[src/rtl/mem_bus_arbiter.sv]
// Two-requester memory port arbiter: load/store has fixed priority over fetch,
// with a saturating starvation counter that forces a waiting fetch through.
module mem_bus_arbiter #(
    parameter int unsigned STARVE_LIMIT = 4,
    parameter int unsigned AW           = 32
) (
    input  logic          i_CLK,
    input  logic          i_RSTn,
    input  logic          i_I_REQ,
    input  logic [AW-1:0] i_I_ADDR,
    output logic          o_I_GNT,
    output logic [31:0]   o_I_RDATA,
    input  logic          i_D_REQ,
    input  logic          i_D_WE,
    input  logic [3:0]    i_D_BE,
    input  logic [AW-1:0] i_D_ADDR,
    input  logic [31:0]   i_D_WDATA,
    output logic          o_D_GNT,
    output logic [31:0]   o_D_RDATA,
    output logic          o_MEM_REQ,
    output logic          o_MEM_WE,
    output logic [3:0]    o_MEM_BE,
    output logic [AW-1:0] o_MEM_ADDR,
    output logic [31:0]   o_MEM_WDATA,
    input  logic          i_MEM_GNT,
    input  logic [31:0]   i_MEM_RDATA
);

    typedef enum logic [1:0] {
        StIdle = 2'd0,
        StOwnI = 2'd1,
        StOwnD = 2'd2
    } state_e;

    localparam logic [3:0] StarveMax = 4'(STARVE_LIMIT);

    state_e     state_q, state_d;
    logic [3:0] starve_q, starve_d;
    logic       sel_i, sel_d;
    logic       gnt_i, gnt_d;

    // State register
    always_ff @(posedge i_CLK or negedge i_RSTn) begin
        if (!i_RSTn) begin
            state_q  <= StIdle;
            starve_q <= 4'd0;
        end else begin
            state_q  <= state_d;
            starve_q <= starve_d;
        end
    end

    // Mux select: arbitrate in IDLE, otherwise locked to the owner while it keeps requesting.
    // Gated by reset so the bus goes quiet the instant reset asserts.
    always_comb begin
        sel_i = 1'b0;
        sel_d = 1'b0;
        unique case (state_q)
            StIdle: begin
                if (i_I_REQ && (!i_D_REQ || starve_q == StarveMax)) begin
                    sel_i = 1'b1;
                end else if (i_D_REQ) begin
                    sel_d = 1'b1;
                end
            end
            StOwnI:  sel_i = i_I_REQ;
            StOwnD:  sel_d = i_D_REQ;
            default: ;
        endcase
        if (!i_RSTn) begin
            sel_i = 1'b0;
            sel_d = 1'b0;
        end
    end

    assign gnt_i = sel_i & i_MEM_GNT;
    assign gnt_d = sel_d & i_MEM_GNT;

    // Next state and starvation counter
    always_comb begin
        state_d  = state_q;
        starve_d = starve_q;
        unique case (state_q)
            StIdle: begin
                if (sel_i && !i_MEM_GNT) begin
                    state_d = StOwnI;
                end else if (sel_d && !i_MEM_GNT) begin
                    state_d = StOwnD;
                end
            end
            StOwnI: begin
                if (!i_I_REQ || i_MEM_GNT) state_d = StIdle;
            end
            StOwnD: begin
                if (!i_D_REQ || i_MEM_GNT) state_d = StIdle;
            end
            default: state_d = StIdle;
        endcase

        if (gnt_i) begin
            starve_d = 4'd0;
        end else if (gnt_d && i_I_REQ && starve_q < StarveMax) begin
            starve_d = starve_q + 4'd1;
        end
    end

    // Outputs
    always_comb begin
        o_MEM_REQ   = sel_i | sel_d;
        o_MEM_WE    = 1'b0;
        o_MEM_BE    = 4'h0;
        o_MEM_ADDR  = '0;
        o_MEM_WDATA = 32'h0;
        if (sel_i) begin
            o_MEM_BE   = 4'hF;
            o_MEM_ADDR = i_I_ADDR;
        end else if (sel_d) begin
            o_MEM_WE    = i_D_WE;
            o_MEM_BE    = i_D_BE;
            o_MEM_ADDR  = i_D_ADDR;
            o_MEM_WDATA = i_D_WDATA;
        end
        o_I_GNT   = gnt_i;
        o_D_GNT   = gnt_d;
        o_I_RDATA = gnt_i ? i_MEM_RDATA : 32'h0;
        o_D_RDATA = gnt_d ? i_MEM_RDATA : 32'h0;
    end

endmodule
[config.mk]
export PLATFORM = sky130hd
export DESIGN_NAME = mem_bus_arbiter
export DESIGN_NICKNAME = d
export VERILOG_FILES = /design/src/rtl/mem_bus_arbiter.sv
export SDC_FILE = /design/constraint.sdc
export NUM_CORES = 1
export LEC_CHECK = 0
export ABC_CLOCK_PERIOD_IN_PS = 1850
export CAP_MARGIN = 20
export CORE_AREA = 2 2 106 108
export CTS_BUF_LIST = sky130_fd_sc_hd__clkbuf_4
export DETAILED_ROUTE_END_ITERATION = 10
export DIE_AREA = 0 0 108 110
export PLACE_DENSITY = 0.65
export REMOVE_ABC_BUFFERS = 1
export SLEW_MARGIN = 5
export SYNTH_ARGS = -nofsm -noshare
export SYNTH_HDL_FRONTEND = slang
export SYNTH_SLANG_ARGS = --single-unit
[constraint.sdc]
create_clock -name i_CLK -period 1.85 [get_ports i_CLK]
set_input_delay 0.2775 -clock i_CLK [delete_from_list [all_inputs] [get_ports i_CLK]]
set_output_delay 0.2775 -clock i_CLK [all_outputs]
set_load 0.02 [all_outputs]
==> results of run 1 <==
flip-flops by register name, summed over array words and instances, names as in the netlist:
signal,flops
starve_q,4
state_q,2
cell type report:
cell class                      count  area share, %
Timing Repair Buffer              325          64.54
Multi-Input combinational cell    163          29.04
Inverter                            4         0.2656
Sequential cell                     6          2.656
Tap cell                          140          3.099
Clock buffer                        3         0.3984
power breakdown:
| group | internal [uW] | switching (uW) | total (uW) | leakage (uW) |
|---|---|---|---|---|
| registers | 148 | 13.4 | 161 | 0.0000811 |
| logic | 829 | 537 | 1370 | 0.00252 |
| clock network | 74.2 | 59.2 | 133 | 0.0000138 |
layer usage:
| layer | share of wire (%) | routed length, um | global-route usage (%) | vias to the layer above |
|---|---|---|---|---|
| li1 | - | - | - | 1315 |
| met1 | 37 | 4960 | 21.31 | 1388 |
| met2 | 52 | 6973 | 34.32 | 168 |
| met3 | 9.4 | 1252 | 5.761 | 10 |
| met4 | 0.86 | 114 | 2.106 | 0 |
| met5 | 0 | 0 | 0 | - |
placed cells by master (no fill, tap or decap), types with 7 or more instances in the layout:
| cell type | netlist | routed |
|---|---|---|
| and3_4 | 0 | 26 |
| clkdlybuf4s50_1 | 0 | 137 |
| buf_4 | 1 | 26 |
| a22o_4 | 0 | 16 |
| a22o_2 | 24 | 8 |
| buf_12 | 0 | 7 |
| a22o_1 | 8 | 8 |
| and2_4 | 0 | 64 |
| buf_6 | 3 | 138 |
| clkbuf_16 | 0 | 8 |
worst register-to-register path, delay by kind of cell (launching register included):
family / cells / cell delay [ns]
DFF: 1 / 0.37
adders and majority gates: 1 / 0.15
buffers and inverters: 3 / 0.34
and+or+nand+nor: 1 / 0.22
AOI/OAI and AO/OA: 2 / 0.43
through the flow:
step                      cell area, um^2  instances  hold slack, ns  worst slack [ns]  utilization (%)
after floorplan                      1369        173        -0.01809            -1.422                -
after global placement               4502        607          0.5373           -0.7265            42.08
after detailed placement             4502        607          0.5742           -0.7512            42.08
after CTS                            4750        630          0.3772           -0.3799            44.40
after global routing                 5653        641          0.4014           -0.4243            52.84
final                                5653        641          0.3732           -0.3875            52.84
path summary, 6_finish.rpt:
check	startpoint	to	slack (ns)	cells after the start
worst max register to register	starve_q[1]	starve_q[0]	0.28	7
worst max-delay path	starve_q[1]	o_D_RDATA[27]	-0.39	8
min in group i_CLK	starve_q[3]	starve_q[3]	0.63	2
worst min-delay path	i_RSTn	state_q[0]	0.37	2
worst min register to register	starve_q[3]	starve_q[3]	0.63	2
max in group asynchronous	i_RSTn	starve_q[2]	1.33	2
timing repair:
item                       in CTS  in global routing
cloned                          7                 12
pin swaps                      26                 32
gates resized for setup       756                187
setup buffers                  13                  1
setup endpoints to repair     136                136
hold endpoints to repair        0                  0
cells by family (layout without fill, tap and decap cells):
kind of cell | after synthesis | after routing
fa+ha+maj | 2 | 2
flops | 6 | 6
compound gates | 48 | 48
simple gates | 113 | 113
buf+inv | 25 | 332
==> results.ini, run 1 <==
[run_status]
status=finished with violations
violations=negative setup slack

[yosys]
netlist_top_cells_count=66 x and2_1, 32 x and3_1, 24 x a22o_2, 8 x a22o_1, 8 x clkbuf_1
post-synth-top-count-cell=and2_1
synth_xor_area_share_pct=0
synth_warnings=0
synth_top_family_by_area=simple AND/OR/NAND/NOR gates
yosys.area_share.simple_pct=49.37
synth-edff-count=0
synth_cell_types=32
synthAdderAreaFrac_pct=1.685
synth-seq-area-share_pct=10.11
synth_top_area_cell=and2_1
synthMuxAreaShare_pct=0
synth_area_per_cell_um2=7.656
synth_compound_gate_area_share_pct=29.99
syn_inst=194
ys_top_cells_by_area=and2_1 28%, a22o_2 16%, and3_1 13%, dfrtp_1 10%, a22o_1 4.7%
synth_top_area_share_pct=27.80
async_flop_share_pct=100.0
ys_ff_latch=6
synth-main-ff-cell=dfrtp_1
syn-cell-area_um2=1485

[clocking]
cts_hold_buf=0
clockRootBuffer=clkbuf_4
cts_tree=yes
cts.path.max_buffers=2
clock-sinks=6
path_clk_slew_ns=0.05
htree_levels=1
clk_latency_ns=0.26
numCtsBuffers=3

[worst_setup_path]
cp_slowest_cell=dfrtp_1
start_kind=flip-flop
cp_max_fo=6
crit_family=buffers and inverters
setup.worst_path.end_class=output port
cp.arrival_ns=1.96
critPathMaxStageDelay_ns=0.37
cpMostUsedCell=buf_6
required_ns=1.57
path_buf_inv=4
path_class=reg2out
cp_cell_sequence=inv_2 > ha_4 > and3b_2 > a21oi_4 > buf_6 > clkbuf_16 > and3_4 > buf_6

[routing]
wirelength_um=13300
wl_per_cell_um=20.75
dr.pass1.iters=4
routed_via_density=4.495
final_antenna_net_count=0
num_vias=2881
drt_iter0_markers=92
route.detailed.drc=0

[min_path]
min_path_type=in2async

[finish]
num-nets-final=643
layout-drive-gt1-share_pct=63.67
ff_latch_area_um2=150.1
multiInputGateArea_um2=1642
syn_to_final_growth_pct=280.6
nFillCells=950
diodes=0

[floorplanning]
die_area_um2=11880
row_count=38
core_area_um2=10700
ioPinCount=274
start_util_pct=13.88
die_h_um=110
die_w_um=108

[sta]
setup_slack_ns=-0.3875
finalSetupViolations=135
hold_violations=0
fin_crit_ns=2.237
max-slew-margin-rel_pct=76.30
grt_setup_unrepaired=true
fin_crit_sh_pct=120.9
skew_ns=0.008433
drv_slew=0
fin_tns_setup_ns=-43.28
fmax_mhz=446.9
tightest_slew_ns=0.3556

[run]
drv_cap=0

[global_routing]
first_global_vias=2746
grt_start_max_net_pins=34
grt_pass1_wl_um=16470
overflow=0
grt_usage_pct=18.43
antenna_found_initial=0

[pwr]
power.density_nw_per_um2=293.6
p_leak_uw=0.002611
vdd_drop_max_v=0.0001582
power.total_uw=1660

[place]
routabilityCongestion=0.9089
io_buffers=273
dp_hpwl_um=8891

Note: power is estimated with default switching activity, not from simulation.
==> run 2, diff against run 1 <==
- CORE_AREA: 2 2 106 108 -> 5 5 103 105
- PLACE_DENSITY: 0.65 -> 0.72
==> run 2 against run 1 <==
  * The flow still finishes with violations (negative setup slack)
  * Clock power shrank 11%
  * Critical path depth grew 2
  * Critical path type unchanged
  * Maximum frequency shrank 2.4%
  * Count of clock-buffer cells in the layout is the same
  * Design area shrank 5.0%
  * Setup slack lost 0.055 ns
  * Sequential share of layout area grew 0.14 points
==> results.ini, run 2 (synthesized netlist as in run 1, its figures left out) <==
[run_status]
status=finished with violations  ; unchanged
violations=negative setup slack  ; unchanged

[sta]
fmax_mhz=436.1  ; was 446.9 MHz
hold_violations=0  ; unchanged
finalSetupViolations=135  ; unchanged
grt_setup_unrepaired=true  ; unchanged
drv_slew=0  ; unchanged
skew_ns=0.005551  ; was 0.008433 ns
max-slew-margin-rel_pct=78.20  ; was 76.30%
tightest_slew_ns=0.3270  ; was 0.3556 ns
setup_slack_ns=-0.4429  ; was -0.3875 ns
fin_crit_sh_pct=123.9  ; was 120.9%
fin_crit_ns=2.293  ; was 2.237 ns

[worst_setup_path]
path_class=reg2out  ; unchanged
cp_slowest_cell=dfrtp_1  ; unchanged
crit_family=buffers and inverters  ; unchanged
critPathMaxStageDelay_ns=0.38  ; was 0.37 ns
setup.worst_path.end_class=output port  ; unchanged
cpMostUsedCell=buf_6  ; unchanged
start_kind=flip-flop  ; unchanged
cp_cell_sequence=inv_2 > ha_4 > and3b_2 > a21oi_4 > buf_6 > buf_6 > buf_12 > buf_8 > a22o_4 > buf_6  ; was inv_2 > ha_4 > and3b_2 > a21oi_4 > buf_6 > clkbuf_16 > and3_4 > buf_6
cp.arrival_ns=2.02  ; was 1.96 ns
required_ns=1.57  ; about the same
cp_max_fo=4  ; was 6
path_buf_inv=6  ; was 4

[place]
preCtsSetupSlack_ns=-0.7493  ; was -0.7512 ns
dp_hpwl_um=8957  ; was 8891 um
io_buffers=273  ; unchanged
placed_area_um2=4448  ; was 4502 um^2
routabilityCongestion=0.8611  ; was 0.9089

[finish]
ff_latch_area_um2=150.1  ; unchanged
regMostFlops=starve_q  ; unchanged
reg.largest.list=starve_q (4), state_q (2)  ; unchanged
final_cell_area_um2=5369  ; was 5653 um^2
diodes=0  ; unchanged
syn_to_final_growth_pct=261.5  ; was 280.6%
layout-drive-gt1-share_pct=54.83  ; was 63.67%
largest_reg_flops=4  ; unchanged
most-common-layout-cells=137 x clkdlybuf4s50_1, 127 x buf_6, 36 x and2_4  ; was 138 x buf_6, 137 x clkdlybuf4s50_1, 64 x and2_4
nFillCells=835  ; was 950
num-nets-final=649  ; was 643
multiInputGateArea_um2=1473  ; was 1642 um^2
final_common_cell=clkdlybuf4s50_1  ; was buf_6

[global_routing]
grt_pass1_wl_um=17530  ; was 16,470 um
overflow=0  ; unchanged
first_global_vias=2844  ; was 2,746
antenna_found_initial=1  ; was 0
grt_start_max_net_pins=38  ; was 34
grt_usage_pct=19.19  ; was 18.43%

[routing]
num_vias=2811  ; was 2,881
drt_iter0_markers=124  ; was 92
route.detailed.drc=0  ; unchanged
wl_per_cell_um=20.45  ; was 20.75 um
routed_via_density=4.392  ; was 4.495
final_antenna_net_count=0  ; unchanged
wirelength_um=13090  ; was 13,300 um
dr.pass1.iters=5  ; was 4

[clocking]
htree_levels=1  ; unchanged
cts.path.max_buffers=2  ; unchanged
cts_hold_buf=0  ; unchanged
cts_tree=yes  ; unchanged
clock-sinks=6  ; unchanged
clockRootBuffer=clkbuf_4  ; unchanged
clk_latency_ns=0.24  ; was 0.26 ns
path_clk_slew_ns=0.04  ; was 0.05 ns
numCtsBuffers=3  ; unchanged

[min_path]
min_path_type=in2async  ; unchanged

[floorplanning]
ioPinCount=274  ; unchanged
die_area_um2=11880  ; unchanged
start_util_pct=15.55  ; was 13.88%
die_h_um=110  ; unchanged
row_count=36  ; was 38
core_area_um2=9549  ; was 10,700 um^2
die_w_um=108  ; unchanged

[pwr]
vdd_drop_max_v=0.0004564  ; was 0.0001582 V
p_leak_uw=0.002603  ; was 0.002611 uW
power.density_nw_per_um2=300.4  ; was 293.6 nW/um^2

[run]
drv_cap=0  ; unchanged

[run 2: repair_timing]
item | 4_1_cts | 5_1_grt
pin swaps | 13 | 30
cloned | 8 | 3
setup endpoints to repair | 136 | 136
gates resized for setup | 757 | 118
setup buffers | 26 | 11
[run 2: cell type report]
class,count,area share (%)
timing repair buffer,331,65.98
multi-input combinational,163,27.43
tap,133,3.100
sequential,6,2.797
clock buffer,3,0.4195
inverter,4,0.2797
[run 2: stage by stage]
stage               power, uW  std cells  utilization [%]  hold WS (ns)  setup TNS (ns)
global route             1693        640            56.22        0.4331          -57.56
detailed placement       1160        596            46.58        0.5636          -93.43
finish                   1613        640            56.22        0.4403          -45.74
floorplan               520.7        173                -      -0.01809         -143.99
CTS                      1502        633            51.53        0.4159          -45.42
global placement         1144        596            46.58        0.5474          -86.14
[run 2: report_power, final]
| group | switching [uW] | internal (uW) | leakage [uW] | total [uW] |
|---|---|---|---|---|
| Sequential | 12.6 | 148 | 0.0000811 | 161 |
| Clock | 44.8 | 73.2 | 0.0000138 | 118 |
| Combinational | 525 | 809 | 0.00251 | 1330 |
| Total | 582 | 1030 | 0.00260 | 1610 |
[run 2: worst paths after layout]
path / startpoint / to / slack (ns) / cells past startpoint
min in group i_CLK: starve_q[0] / starve_q[0] / 0.58 / 3
max in group asynchronous: i_RSTn / starve_q[3] / 1.29 / 2
max: starve_q[1] / o_MEM_ADDR[2] / -0.44 / 10
min: i_RSTn / state_q[1] / 0.44 / 2
min reg2reg: starve_q[0] / starve_q[0] / 0.58 / 3
max reg2reg: starve_q[1] / starve_q[0] / 0.12 / 8
[run 2: metal layers]
metal  global-route usage, %  vias to the layer above  wire (um)
met5                       0                        -          8
met4                   3.246                        2        147
met3                   3.786                       14        894
met2                   37.61                      119       7277
met1                   21.64                     1350       4761
li1                        -                     1326          -
